$ cat src/rtl/cpu_sequencer.sv
// cpu_sequencer -- fetch/decode/execute sequencer for the 8-bit accumulator CPU.
// Owns PC, IR, ACC and the carry flag; drives the external ALU and consumes
// its result in the write-back state.
//
// Ports:
//   clk        in   rising-edge clock
//   rst_n      in   asynchronous active-low reset
//   en         in   advance enable (0 = hold all state)
//   pm_addr    out  [7:0]  program-memory address (= PC)
//   pm_data    in   [11:0] instruction from synchronous ROM (one cycle latency)
//   dm_addr    out  [7:0]  data-memory address (= IR[7:0])
//   dm_we      out         data-memory write strobe (EXEC of ST only)
//   dm_wdata   out  [7:0]  data-memory write data (= ACC)
//   alu_code   out  [2:0]  ALU operation, `ALU_* encoding
//   alu_accu   out  [7:0]  ALU accumulator operand (= ACC)
//   alu_ci     out         ALU carry-in (carry flag for ADC/SBB)
//   alu_out    in   [7:0]  ALU result, captured into ACC in WB
//   alu_co     in          ALU carry-out, captured for ADD/ADC/SUB/SBB
//   zero       out         ACC == 0
//   carry      out         carry flag register
//   halted     out         1 while in the HALT state

`ifndef ALU_LD
`define ALU_LD  3'd0
`define ALU_ADD 3'd1
`define ALU_SUB 3'd2
`define ALU_AND 3'd3
`define ALU_OR  3'd4
`define ALU_XOR 3'd5
`define ALU_NOT 3'd6
`endif

module cpu_sequencer (
    input  logic        clk,
    input  logic        rst_n,
    input  logic        en,
    output logic [7:0]  pm_addr,
    input  logic [11:0] pm_data,
    output logic [7:0]  dm_addr,
    output logic        dm_we,
    output logic [7:0]  dm_wdata,
    output logic [2:0]  alu_code,
    output logic [7:0]  alu_accu,
    output logic        alu_ci,
    input  logic [7:0]  alu_out,
    input  logic        alu_co,
    output logic        zero,
    output logic        carry,
    output logic        halted
);

    typedef enum logic [2:0] {
        S_FETCH,
        S_DECODE,
        S_EXEC,
        S_WB,
        S_HALT
    } state_t;

    localparam logic [3:0] OP_NOP  = 4'h0;
    localparam logic [3:0] OP_LD   = 4'h1;
    localparam logic [3:0] OP_ST   = 4'h2;
    localparam logic [3:0] OP_ADD  = 4'h3;
    localparam logic [3:0] OP_ADC  = 4'h4;
    localparam logic [3:0] OP_SUB  = 4'h5;
    localparam logic [3:0] OP_SBB  = 4'h6;
    localparam logic [3:0] OP_AND  = 4'h7;
    localparam logic [3:0] OP_OR   = 4'h8;
    localparam logic [3:0] OP_XOR  = 4'h9;
    localparam logic [3:0] OP_NOT  = 4'hA;
    localparam logic [3:0] OP_JMP  = 4'hB;
    localparam logic [3:0] OP_JZ   = 4'hC;
    localparam logic [3:0] OP_JC   = 4'hD;
    localparam logic [3:0] OP_CLC  = 4'hE;
    localparam logic [3:0] OP_HALT = 4'hF;

    state_t      state_q, state_d;
    logic [7:0]  pc_q, pc_d;
    logic [11:0] ir_q, ir_d;
    logic [7:0]  acc_q, acc_d;
    logic        carry_q, carry_d;
    logic        we_c;
    logic [3:0]  opcode;

    assign opcode = ir_q[11:8];

    function automatic logic [2:0] alu_decode(input logic [3:0] op);
        case (op)
            OP_LD:          return `ALU_LD;
            OP_ADD, OP_ADC: return `ALU_ADD;
            OP_SUB, OP_SBB: return `ALU_SUB;
            OP_AND:         return `ALU_AND;
            OP_OR:          return `ALU_OR;
            OP_XOR:         return `ALU_XOR;
            OP_NOT:         return `ALU_NOT;
            default:        return `ALU_LD;
        endcase
    endfunction

    // Opcodes that need a data-memory read and a write-back cycle.
    function automatic logic needs_wb(input logic [3:0] op);
        return (op == OP_LD) || ((op >= OP_ADD) && (op <= OP_NOT));
    endfunction

    // Opcodes whose carry-out is architecturally visible.
    function automatic logic writes_carry(input logic [3:0] op);
        return (op >= OP_ADD) && (op <= OP_SBB);
    endfunction

    always_ff @(posedge clk or negedge rst_n) begin
        if (!rst_n) begin
            state_q <= S_FETCH;
            pc_q    <= 8'h00;
            ir_q    <= 12'h000;
            acc_q   <= 8'h00;
            carry_q <= 1'b0;
        end else if (en) begin
            state_q <= state_d;
            pc_q    <= pc_d;
            ir_q    <= ir_d;
            acc_q   <= acc_d;
            carry_q <= carry_d;
        end
    end

    always_comb begin
        state_d = state_q;
        pc_d    = pc_q;
        ir_d    = ir_q;
        acc_d   = acc_q;
        carry_d = carry_q;
        we_c    = 1'b0;
        case (state_q)
            S_FETCH: begin
                state_d = S_DECODE;
            end
            S_DECODE: begin
                ir_d    = pm_data;
                pc_d    = pc_q + 8'd1;
                state_d = S_EXEC;
            end
            S_EXEC: begin
                state_d = S_FETCH;
                if (needs_wb(opcode)) begin
                    state_d = S_WB;
                end else begin
                    case (opcode)
                        OP_ST:   we_c = 1'b1;
                        OP_JMP:  pc_d = ir_q[7:0];
                        OP_JZ:   if (zero) pc_d = ir_q[7:0];
                        OP_JC:   if (carry_q) pc_d = ir_q[7:0];
                        OP_CLC:  carry_d = 1'b0;
                        OP_HALT: state_d = S_HALT;
                        default: ;
                    endcase
                end
            end
            S_WB: begin
                acc_d = alu_out;
                if (writes_carry(opcode)) begin
                    carry_d = alu_co;
                end
                state_d = S_FETCH;
            end
            S_HALT: begin
                state_d = S_HALT;
            end
            default: begin
                state_d = S_FETCH;
            end
        endcase
    end

    assign pm_addr  = pc_q;
    assign dm_addr  = ir_q[7:0];
    // A stalled cycle must not repeat or extend the store.
    assign dm_we    = we_c & en;
    assign dm_wdata = acc_q;
    assign alu_code = alu_decode(opcode);
    assign alu_accu = acc_q;
    assign alu_ci   = ((opcode == OP_ADC) || (opcode == OP_SBB)) & carry_q;
    assign zero     = (acc_q == 8'h00);
    assign carry    = carry_q;
    assign halted   = (state_q == S_HALT);

endmodule

$ cat config.mk
export PLATFORM = sky130hd
export DESIGN_NAME = cpu_sequencer
export DESIGN_NICKNAME = d
export VERILOG_FILES = /design/src/rtl/cpu_sequencer.sv
export SDC_FILE = /design/constraint.sdc
export NUM_CORES = 1
export LEC_CHECK = 0
export CAP_MARGIN = 15
export CORE_ASPECT_RATIO = 0.8
export CORE_MARGIN = 4
export CORE_UTILIZATION = 45
export CTS_CLUSTER_SIZE = 40
export DETAILED_ROUTE_END_ITERATION = 10
export MAX_ROUTING_LAYER = met4
export PLACE_DENSITY = 0.88
export SYNTH_ARGS = -nofsm -noshare
export SYNTH_HDL_FRONTEND = slang
export SYNTH_SLANG_ARGS = --single-unit
$ cat constraint.sdc
create_clock -name clk -period 2.8 [get_ports clk]
set_clock_uncertainty 0.05 [all_clocks]
set_input_delay 0.56 -clock clk [delete_from_list [all_inputs] [get_ports clk]]
set_output_delay 0.56 -clock clk [all_outputs]
set_load 0.1 [all_outputs]
==> results of run 1 <==
[final cells by class]
| type | instances | area share [%] |
|---|---|---|
| timing repair buffer | 66 | 23.59 |
| multi-input combinational | 124 | 36.27 |
| clock inverter | 1 | 1.175 |
| clock buffer | 7 | 3.769 |
| sequential | 32 | 31.33 |
| inverter | 8 | 1.175 |
| tap | 55 | 2.692 |
[kinds of logic (layout without fill, tap and decap cells)]
group	Yosys count	after routing
compound gates	37	37
flops	32	32
fa+ha+maj	7	7
buf+inv	30	82
simple gates	61	61
mux	19	19
[per-stage QoR]
stage | setup TNS (ns) | cells
2_1_floorplan | -0.09011 | 186
3_3_place_gp | 0 | 285
3_5_place_dp | 0 | 285
4_1_cts | 0 | 293
5_1_grt | 0 | 293
6_report | 0 | 293
[worst max path at each step]
stage / start / to / slack [ns] / cells past startpoint
after global placement: en / dm_we / 0.37 / 5
after global routing: ir_q[9]$_DFFE_PN0P_ / dm_we / 0.03 / 5
after floorplan: carry$_DFFE_PN0P_ / alu_ci / -0.09 / 1
final: ir_q[9]$_DFFE_PN0P_ / dm_we / 0.22 / 5
after detailed placement: en / dm_we / 0.35 / 5
after CTS: ir_q[9]$_DFFE_PN0P_ / dm_we / 0.22 / 5
[per-layer routing]
| layer | wire, µm | vias up | global-route usage, % |
|---|---|---|---|
| met5 | 0 | - | - |
| met3 | 226 | 6 | 4.223 |
| li1 | - | 749 | - |
| met4 | 55 | 0 | 6.329 |
| met1 | 1882 | 728 | 22.01 |
| met2 | 2056 | 39 | 28.00 |
[sequential cells by signal, summed over array words and instances (netlist names)]
register / flops
ir_q: 12
pm_addr: 8
state_q: 3
carry: 1
alu_accu: 8
[cell usage in the layout (no fill, tap or decap), types with 2 or more instances in the layout]
cell,count
sky130_fd_sc_hd__nor2b_1,4
sky130_fd_sc_hd__nand2b_1,4
sky130_fd_sc_hd__o21ai_0,9
sky130_fd_sc_hd__a31oi_1,2
sky130_fd_sc_hd__buf_4,39
sky130_fd_sc_hd__mux2i_1,3
sky130_fd_sc_hd__nor2_1,8
sky130_fd_sc_hd__clkbuf_8,7
sky130_fd_sc_hd__o221a_2,4
sky130_fd_sc_hd__buf_12,4
sky130_fd_sc_hd__and3_1,2
sky130_fd_sc_hd__o221ai_1,2
sky130_fd_sc_hd__nand3_1,6
sky130_fd_sc_hd__o31ai_1,3
sky130_fd_sc_hd__inv_1,8
sky130_fd_sc_hd__clkdlybuf4s50_1,23
sky130_fd_sc_hd__mux2_2,16
sky130_fd_sc_hd__nor3_1,2
sky130_fd_sc_hd__nand2_1,22
sky130_fd_sc_hd__a21oi_1,4
sky130_fd_sc_hd__dfrtp_1,32
sky130_fd_sc_hd__a21o_1,2
sky130_fd_sc_hd__ha_1,7
==> impl_results.html, run 1 <==
<table>
<tr><th>Metric</th><th>Value</th></tr>
<tr><th colspan="2">Status</th></tr>
<tr><td>Status</td><td>completed</td></tr>
<tr><th colspan="2">Floorplan</th></tr>
<tr><td>Effective utilization at floorplan</td><td>47.99%</td></tr>
<tr><td>Area of the core region</td><td>3929 µm²</td></tr>
<tr><td>Die span in y</td><td>65.90 µm</td></tr>
<tr><td>Top-level I/O count</td><td>64</td></tr>
<tr><td>Die width</td><td>80.37 µm</td></tr>
<tr><td>Die footprint</td><td>5296 µm²</td></tr>
<tr><td>Floorplan row count</td><td>20</td></tr>
<tr><th colspan="2">Yosys</th></tr>
<tr><td>Flop and latch count out of synthesis</td><td>32</td></tr>
<tr><td>Share of synthesized flip-flops with an asynchronous set or reset</td><td>100.0%</td></tr>
<tr><td>Synthesis Warnings</td><td>0</td></tr>
<tr><td>Xor and xnor fraction of the mapped netlist area</td><td>0%</td></tr>
<tr><td>Number of enable-type register cells in the synthesized netlist</td><td>0</td></tr>
<tr><td>Share of the yosys chip area belonging to registers</td><td>42.47%</td></tr>
<tr><td>Number of instances in the synthesized netlist</td><td>186</td></tr>
<tr><td>Top cell type's share of synthesized area</td><td>42.47%</td></tr>
<tr><td>Mapped Nets</td><td>217</td></tr>
<tr><td>Post-synthesis simple-gate area fraction</td><td>17.58%</td></tr>
<tr><td>Fraction of synthesized area in multiplexers</td><td>11.15%</td></tr>
<tr><td>Syn avg cell area</td><td>10.14 µm²</td></tr>
<tr><td>Compound-Gate Fraction of Synth Area</td><td>14.86%</td></tr>
<tr><td>Number of different library cells in the post-synthesis netlist</td><td>42</td></tr>
<tr><td>Combinational family with the most area after synthesis</td><td>simple AND/OR/NAND/NOR gates</td></tr>
<tr><td>Most common flop cell mapped by yosys</td><td>sky130_fd_sc_hd__dfrtp_1</td></tr>
<tr><td>Commonest cells in the netlist</td><td>32 x sky130_fd_sc_hd__dfrtp_1, 22 x sky130_fd_sc_hd__nand2_1, 16 x sky130_fd_sc_hd__buf_4, 16 x sky130_fd_sc_hd__mux2_2, 10 x sky130_fd_sc_hd__o21ai_0</td></tr>
<tr><td>Top-count cell post-synth</td><td>sky130_fd_sc_hd__dfrtp_1</td></tr>
<tr><td>Cell area after synthesis</td><td>1886 µm²</td></tr>
<tr><td>Area contributors post-synth</td><td>sky130_fd_sc_hd__dfrtp_1 42%, sky130_fd_sc_hd__mux2_2 9.6%, sky130_fd_sc_hd__buf_4 6.4%</td></tr>
<tr><td>Library cell with the largest summed area after synthesis</td><td>sky130_fd_sc_hd__dfrtp_1</td></tr>
<tr><td>Adder-cell share of the synthesized area</td><td>4.645%</td></tr>
<tr><th colspan="2">Critical path</th></tr>
<tr><td>Kind of critical path</td><td>flop to output port</td></tr>
<tr><td>Count of buffering cells on the critical path with inverters included</td><td>2</td></tr>
<tr><td>Slowest cell on crit path</td><td>sky130_fd_sc_hd__dfrtp_1</td></tr>
<tr><td>R2r startpoint</td><td>ir_q[9]$_DFFE_PN0P_</td></tr>
<tr><td>Worst Setup Start Kind</td><td>flop</td></tr>
<tr><td>Required @ worst endpoint</td><td>2.19 ns</td></tr>
<tr><td>Cell Chain, Critical Path</td><td>inv_1 -&gt; ha_1 -&gt; nor4_1 -&gt; and3_1 -&gt; buf_12</td></tr>
<tr><td>Crit-path leading delay family</td><td>simple AND/OR/NAND/NOR gates</td></tr>
<tr><td>Capture point of the worst reg-to-reg path</td><td>pm_addr[2]$_DFFE_PN0P_</td></tr>
<tr><td>Element type at the critical path end</td><td>output port</td></tr>
<tr><td>Slowest cell delay on critical path</td><td>0.47 ns</td></tr>
<tr><td>Largest fanout on the critical path</td><td>7</td></tr>
<tr><td>Logic depth of the worst register-to-register path</td><td>7</td></tr>
<tr><td>Data arrival time of the critical path</td><td>1.97 ns</td></tr>
<tr><td>Worst reg-to-reg setup slack</td><td>0.46 ns</td></tr>
<tr><th colspan="2">Clock network</th></tr>
<tr><td>Clock transition at the register clock pins on the worst setup and hold paths after CTS</td><td>0.07 ns</td></tr>
<tr><td>Post-CTS setup-driven buffer insertion count</td><td>0</td></tr>
<tr><td>Count of cells resized by post-cts repair</td><td>0</td></tr>
<tr><td>Clock sink total</td><td>32</td></tr>
<tr><td>Hold buffer count at cts</td><td>0</td></tr>
<tr><td>Buffer cell driving the clock tree root</td><td>sky130_fd_sc_hd__clkbuf_8</td></tr>
<tr><td>CTS tree</td><td>done</td></tr>
<tr><td>H-tree levels</td><td>2</td></tr>
<tr><td>Clock latency at the later pin of the worst-skew pair</td><td>0.29 ns</td></tr>
<tr><td>Buffers from clock root to sink, at most</td><td>2</td></tr>
<tr><td>CTS Buf Count</td><td>5</td></tr>
<tr><th colspan="2">STA</th></tr>
<tr><td>Final hold slack</td><td>0.4911 ns</td></tr>
<tr><td>Setup repair after global routing missed its margin</td><td>no</td></tr>
<tr><td>Highest Clock Rate</td><td>387.3 MHz</td></tr>
<tr><td>Period minus WS final</td><td>2.582 ns</td></tr>
<tr><td>Setup Viol. Count Final</td><td>0</td></tr>
<tr><td>Slew at the pin closest to its max-slew limit</td><td>0.4739 ns</td></tr>
<tr><td>Final period utilization</td><td>92.21%</td></tr>
<tr><td>Post-layout worst setup margin</td><td>0.2181 ns</td></tr>
<tr><td>Relative slew margins</td><td>68.12%</td></tr>
<tr><td>Max-slew violation count</td><td>0</td></tr>
<tr><td>Final Hold Violating Endpoints</td><td>0</td></tr>
<tr><th colspan="2">Detailed routing</th></tr>
<tr><td>Drt wl/cell</td><td>14.40 µm</td></tr>
<tr><td>Length of the first detailed-routing pass in iterations</td><td>4</td></tr>
<tr><td>Antenna Violating Nets Remaining</td><td>0</td></tr>
<tr><td>Detailed-route vias per instance</td><td>5.195</td></tr>
<tr><td>Total via count in the routed design</td><td>1,522</td></tr>
<tr><td>Sum of routed wire length over all layers</td><td>4.220 mm</td></tr>
<tr><td>DRC marker count from the first detailed-route iteration</td><td>103</td></tr>
<tr><td>Number of remaining DRC errors</td><td>0</td></tr>
<tr><th colspan="2">GRT</th></tr>
<tr><td>Global-route usage over all layers</td><td>17.63%</td></tr>
<tr><td>Total congestion overflow</td><td>0</td></tr>
<tr><td>Antenna violations before repair</td><td>0</td></tr>
<tr><td>Pin count of the biggest net entering global routing</td><td>33</td></tr>
<tr><td>Via count of the first global-routing pass</td><td>1,490</td></tr>
<tr><td>Wire length of the first global-routing pass</td><td>6.982 mm</td></tr>
<tr><th colspan="2">Hold path</th></tr>
<tr><td>Startpoint of the most critical hold path</td><td>ir_q[5]$_DFFE_PN0P_</td></tr>
<tr><td>Min-Delay Path Class</td><td>flop to flop</td></tr>
<tr><td>Worst Hold Path Cells</td><td>1</td></tr>
<tr><td>Endpoint of the worst hold-timing path</td><td>ir_q[5]$_DFFE_PN0P_</td></tr>
<tr><th colspan="2">Final layout</th></tr>
<tr><td>Share of layout cells above drive strength 1</td><td>34.45%</td></tr>
<tr><td>Area taken by multi-input logic gates</td><td>927.1 µm²</td></tr>
<tr><td>Fin util</td><td>65.06%</td></tr>
<tr><td>Net count reported at finish</td><td>268</td></tr>
<tr><td>Area occupied by registers</td><td>800.8 µm²</td></tr>
<tr><td>Number of diodes added for antenna fixing</td><td>0</td></tr>
<tr><td>Fin area</td><td>2556 µm²</td></tr>
<tr><td>Area delta synth-&gt;final</td><td>35.57%</td></tr>
<tr><td>Number of fill cells in the layout</td><td>319</td></tr>
<tr><th colspan="2">Placed design</th></tr>
<tr><td>Global placer's final weighted congestion</td><td>0.8189</td></tr>
<tr><td>Area after detailed placement</td><td>2430 µm²</td></tr>
<tr><td>Detailed Place HPWL</td><td>3.261 mm</td></tr>
<tr><td>Pre-CTS setup slack</td><td>0.3451 ns</td></tr>
<tr><td>IO buf count</td><td>63</td></tr>
<tr><th colspan="2">Flow run</th></tr>
<tr><td>Max-Cap Viols</td><td>0</td></tr>
</table>
Power of run 1 is not shown: default switching activity piles up to over one toggle a cycle in this logic, so the estimate is an artifact.
==> inputs of run 2 (changes only) <==
- SKIP_CTS_REPAIR_TIMING: default -> 1
==> results of run 2 <==
The final DEF is identical to that of run 1; final timing and power are the same.
Power of run 2 is left out for the same reason.
==> inputs of run 3 (changes only) <==
--- a/constraint.sdc
+++ b/constraint.sdc
@@ -3,3 +3,3 @@
 set_input_delay 0.56 -clock clk [delete_from_list [all_inputs] [get_ports clk]]
 set_output_delay 0.56 -clock clk [all_outputs]
-set_load 0.1 [all_outputs]
+set_load 0.05 [all_outputs]
==> impl_results.html, run 3 (synthesized netlist as in run 1, its figures left out) <==
<table>
<tr><th>Metric</th><th>Value</th></tr>
<tr><th colspan="2">STA</th></tr>
<tr><td>Period minus WS final</td><td>2.666 ns (was 2.582 ns)</td></tr>
<tr><td>Slew at the pin closest to its max-slew limit</td><td>0.5155 ns (was 0.4739 ns)</td></tr>
<tr><td>Total Negative Setup Slacks</td><td>0 ns (unchanged)</td></tr>
<tr><td>Final period utilization</td><td>95.20% (was 92.21%)</td></tr>
<tr><td>Final Hold Violating Endpoints</td><td>0 (unchanged)</td></tr>
<tr><td>Highest Clock Rate</td><td>375.2 MHz (was 387.3 MHz)</td></tr>
<tr><td>Relative slew margins</td><td>65.53% (was 68.12%)</td></tr>
<tr><td>Max-slew violation count</td><td>0 (unchanged)</td></tr>
<tr><td>Setup repair after global routing missed its margin</td><td>no (unchanged)</td></tr>
<tr><td>Setup Viol. Count Final</td><td>0 (unchanged)</td></tr>
<tr><th colspan="2">Floorplan</th></tr>
<tr><td>Area of the core region</td><td>3929 µm² (unchanged)</td></tr>
<tr><td>Die width</td><td>80.37 µm (unchanged)</td></tr>
<tr><td>Floorplan row count</td><td>20 (unchanged)</td></tr>
<tr><td>Top-level I/O count</td><td>64 (unchanged)</td></tr>
<tr><td>Die footprint</td><td>5296 µm² (unchanged)</td></tr>
<tr><td>Die span in y</td><td>65.90 µm (unchanged)</td></tr>
<tr><td>Effective utilization at floorplan</td><td>47.99% (unchanged)</td></tr>
<tr><th colspan="2">Detailed routing</th></tr>
<tr><td>Number of remaining DRC errors</td><td>0 (unchanged)</td></tr>
<tr><td>Length of the first detailed-routing pass in iterations</td><td>4 (unchanged)</td></tr>
<tr><td>Antenna Violating Nets Remaining</td><td>0 (unchanged)</td></tr>
<tr><td>DRC marker count from the first detailed-route iteration</td><td>155 (was 103)</td></tr>
<tr><td>Total via count in the routed design</td><td>1,539 (was 1,522)</td></tr>
<tr><td>Drt wl/cell</td><td>15.01 µm (was 14.40 µm)</td></tr>
<tr><td>Detailed-route vias per instance</td><td>5.271 (was 5.195)</td></tr>
<tr><td>Sum of routed wire length over all layers</td><td>4.383 mm (was 4.220 mm)</td></tr>
<tr><th colspan="2">Pwr</th></tr>
<tr><td>Leakage power total</td><td>1.121 nW</td></tr>
<tr><td>Max rail drop VDD</td><td>0.7298 mV</td></tr>
<tr><td>Power Density</td><td>1347 nW/µm²</td></tr>
<tr><th colspan="2">Critical path</th></tr>
<tr><td>Crit-path leading delay family</td><td>buffers and inverters (was simple AND/OR/NAND/NOR gates)</td></tr>
<tr><td>Data arrival time of the critical path</td><td>2.06 ns (was 1.97 ns)</td></tr>
<tr><td>Worst Setup Start Kind</td><td>flop (unchanged)</td></tr>
<tr><td>Capture point of the worst reg-to-reg path</td><td>pm_addr[5]$_DFFE_PN0P_ (was pm_addr[2]$_DFFE_PN0P_)</td></tr>
<tr><td>Logic depth of the worst register-to-register path</td><td>7 (unchanged)</td></tr>
<tr><td>Slowest cell on crit path</td><td>sky130_fd_sc_hd__clkdlybuf4s50_1 (was sky130_fd_sc_hd__dfrtp_1)</td></tr>
<tr><td>Slowest cell delay on critical path</td><td>0.83 ns (was 0.47 ns)</td></tr>
<tr><td>Cell Chain, Critical Path</td><td>inv_1 -&gt; ha_1 -&gt; nand2_1 -&gt; o21ai_0 -&gt; clkdlybuf4s50_1 (was inv_1 -&gt; ha_1 -&gt; nor4_1 -&gt; and3_1 -&gt; buf_12)</td></tr>
<tr><td>Largest fanout on the critical path</td><td>5 (was 7)</td></tr>
<tr><td>Required @ worst endpoint</td><td>2.19 ns (about the same)</td></tr>
<tr><td>Worst reg-to-reg setup slack</td><td>0.55 ns (was 0.46 ns)</td></tr>
<tr><td>Count of buffering cells on the critical path with inverters included</td><td>2 (unchanged)</td></tr>
<tr><td>Element type at the critical path end</td><td>output port (unchanged)</td></tr>
<tr><td>R2r startpoint</td><td>ir_q[9]$_DFFE_PN0P_ (unchanged)</td></tr>
<tr><td>Kind of critical path</td><td>flop to output port (unchanged)</td></tr>
<tr><th colspan="2">Final layout</th></tr>
<tr><td>Number of diodes added for antenna fixing</td><td>0 (unchanged)</td></tr>
<tr><td>Flip-flop count of the largest register after layout</td><td>12 (unchanged)</td></tr>
<tr><td>Fin area</td><td>2565 µm² (was 2556 µm²)</td></tr>
<tr><td>Most flop-heavy register</td><td>ir_q (unchanged)</td></tr>
<tr><td>Share of layout cells above drive strength 1</td><td>17.30% (was 34.45%)</td></tr>
<tr><td>Number of fill cells in the layout</td><td>336 (was 319)</td></tr>
<tr><td>Net count reported at finish</td><td>267 (was 268)</td></tr>
<tr><td>Area taken by multi-input logic gates</td><td>909.6 µm² (was 927.1 µm²)</td></tr>
<tr><td>Most frequent standard cell in the layout excluding fill and tap cells</td><td>sky130_fd_sc_hd__clkdlybuf4s50_1 (was sky130_fd_sc_hd__buf_4)</td></tr>
<tr><td>Highest-count cells in the layout ignoring fill and taps</td><td>59 x sky130_fd_sc_hd__clkdlybuf4s50_1, 32 x sky130_fd_sc_hd__dfrtp_1, 22 x sky130_fd_sc_hd__nand2_1 (was 39 x sky130_fd_sc_hd__buf_4, 32 x sky130_fd_sc_hd__dfrtp_1, 23 x sky130_fd_sc_hd__clkdlybuf4s50_1)</td></tr>
<tr><td>Area occupied by registers</td><td>800.8 µm² (unchanged)</td></tr>
<tr><td>Area delta synth-&gt;final</td><td>36.03% (was 35.57%)</td></tr>
<tr><th colspan="2">Placed design</th></tr>
<tr><td>Global placer's final weighted congestion</td><td>0.8184 (was 0.8189)</td></tr>
<tr><td>IO buf count</td><td>63 (unchanged)</td></tr>
<tr><td>Area after detailed placement</td><td>2457 µm² (was 2430 µm²)</td></tr>
<tr><td>Detailed Place HPWL</td><td>3.302 mm (was 3.261 mm)</td></tr>
<tr><th colspan="2">Hold path</th></tr>
<tr><td>Min-Delay Path Class</td><td>flop to flop (unchanged)</td></tr>
<tr><td>Endpoint of the worst hold-timing path</td><td>ir_q[7]$_DFFE_PN0P_ (was ir_q[5]$_DFFE_PN0P_)</td></tr>
<tr><td>Startpoint of the most critical hold path</td><td>ir_q[7]$_DFFE_PN0P_ (was ir_q[5]$_DFFE_PN0P_)</td></tr>
<tr><td>Worst Hold Path Cells</td><td>1 (unchanged)</td></tr>
<tr><th colspan="2">Clock network</th></tr>
<tr><td>CTS tree</td><td>done (unchanged)</td></tr>
<tr><td>Buffer cell driving the clock tree root</td><td>sky130_fd_sc_hd__clkbuf_8 (unchanged)</td></tr>
<tr><td>Clock latency at the later pin of the worst-skew pair</td><td>0.28 ns (was 0.29 ns)</td></tr>
<tr><td>H-tree levels</td><td>2 (unchanged)</td></tr>
<tr><td>Buffers from clock root to sink, at most</td><td>2 (unchanged)</td></tr>
<tr><td>CTS Buf Count</td><td>5 (unchanged)</td></tr>
<tr><td>Clock sink total</td><td>32 (unchanged)</td></tr>
<tr><td>Clock transition at the register clock pins on the worst setup and hold paths after CTS</td><td>0.07 ns (about the same)</td></tr>
<tr><th colspan="2">GRT</th></tr>
<tr><td>Wire length of the first global-routing pass</td><td>7.479 mm (was 6.982 mm)</td></tr>
<tr><td>Antenna violations before repair</td><td>0 (unchanged)</td></tr>
<tr><td>Pin count of the biggest net entering global routing</td><td>33 (unchanged)</td></tr>
<tr><td>Global-route usage over all layers</td><td>18.78% (was 17.63%)</td></tr>
<tr><td>Via count of the first global-routing pass</td><td>1,537 (was 1,490)</td></tr>
<tr><td>Total congestion overflow</td><td>0 (unchanged)</td></tr>
<tr><th colspan="2">Flow run</th></tr>
<tr><td>Max-Cap Viols</td><td>0 (unchanged)</td></tr>
<tr><th colspan="2">Status</th></tr>
<tr><td>Status</td><td>completed (unchanged)</td></tr>
</table>
-- run 3: changes by cell type in the layout (fill, tap and decap cells not counted), moves of 2 or more --
cell                              before  now
sky130_fd_sc_hd__buf_12                4    1
sky130_fd_sc_hd__buf_4                39    5
sky130_fd_sc_hd__clkbuf_8              7    5
sky130_fd_sc_hd__clkdlybuf4s50_1      23   59
-- run 3: layout make-up --
cell class | count | area share (%)
inverters | 8 | 1.171
well taps | 55 | 2.683
flip-flops and latches | 32 | 31.22
multi-input cells | 124 | 35.46
repair buffers | 65 | 25.27
clock inverters | 2 | 1.366
clock buffers | 6 | 2.829
-- run 3: how the worst max path moves through the flow --
stage | startpoint | end | cells after the start
floorplan | ir_q[8]$_DFFE_PN0P_ | alu_ci | 4
global placement | en | dm_we | 5
global route | ir_q[8]$_DFFE_PN0P_ | alu_code[1] | 5
CTS | ir_q[8]$_DFFE_PN0P_ | alu_code[1] | 5
finish | ir_q[8]$_DFFE_PN0P_ | alu_code[1] | 5
detailed placement | en | dm_we | 5
-- run 3: routing by layer --
metal / track usage, % / vias to the layer above / share of wire (%)
met4: 6.962 / 0 / 0.84
met5: - / - / 0
met2: 29.86 / 39 / 50
li1: - / 751 / -
met1: 23.80 / 745 / 45
met3: 3.815 / 4 / 3.6
-- run 3: stage by stage --
step                cells  util (%)  hold slack (ns)  worst slack [ns]  total power, mW
floorplan             186         -           0.2144            0.2388            2.505
detailed placement    284     62.55           0.4781            0.2678            3.024
global placement      284     62.55           0.4700            0.2962            2.983
finish                292     65.29           0.4956            0.1344            3.454
CTS                   292     65.29           0.4931            0.1091            3.476
global route          292     65.29           0.5286           0.04311            3.640
-- run 3: worst register-to-register path, delay by kind of cell, from the launching register on --
family / cells / cell delay (ns)
compound gates: 3 / 0.90
simple gates: 2 / 0.41
fa+ha+maj: 1 / 0.26
buf+inv: 1 / 0.14
flops: 1 / 0.45
-- run 3: report_power, final --
group          switching (mW)  internal [mW]  leakage, nW  total [mW]
logic                    1.36          0.767        0.664        2.13
clock network           0.172          0.264       0.0552       0.436
registers               0.243          0.644        0.401       0.887
total                    1.78           1.67         1.12        3.45
(Power assumes the default switching activity.)
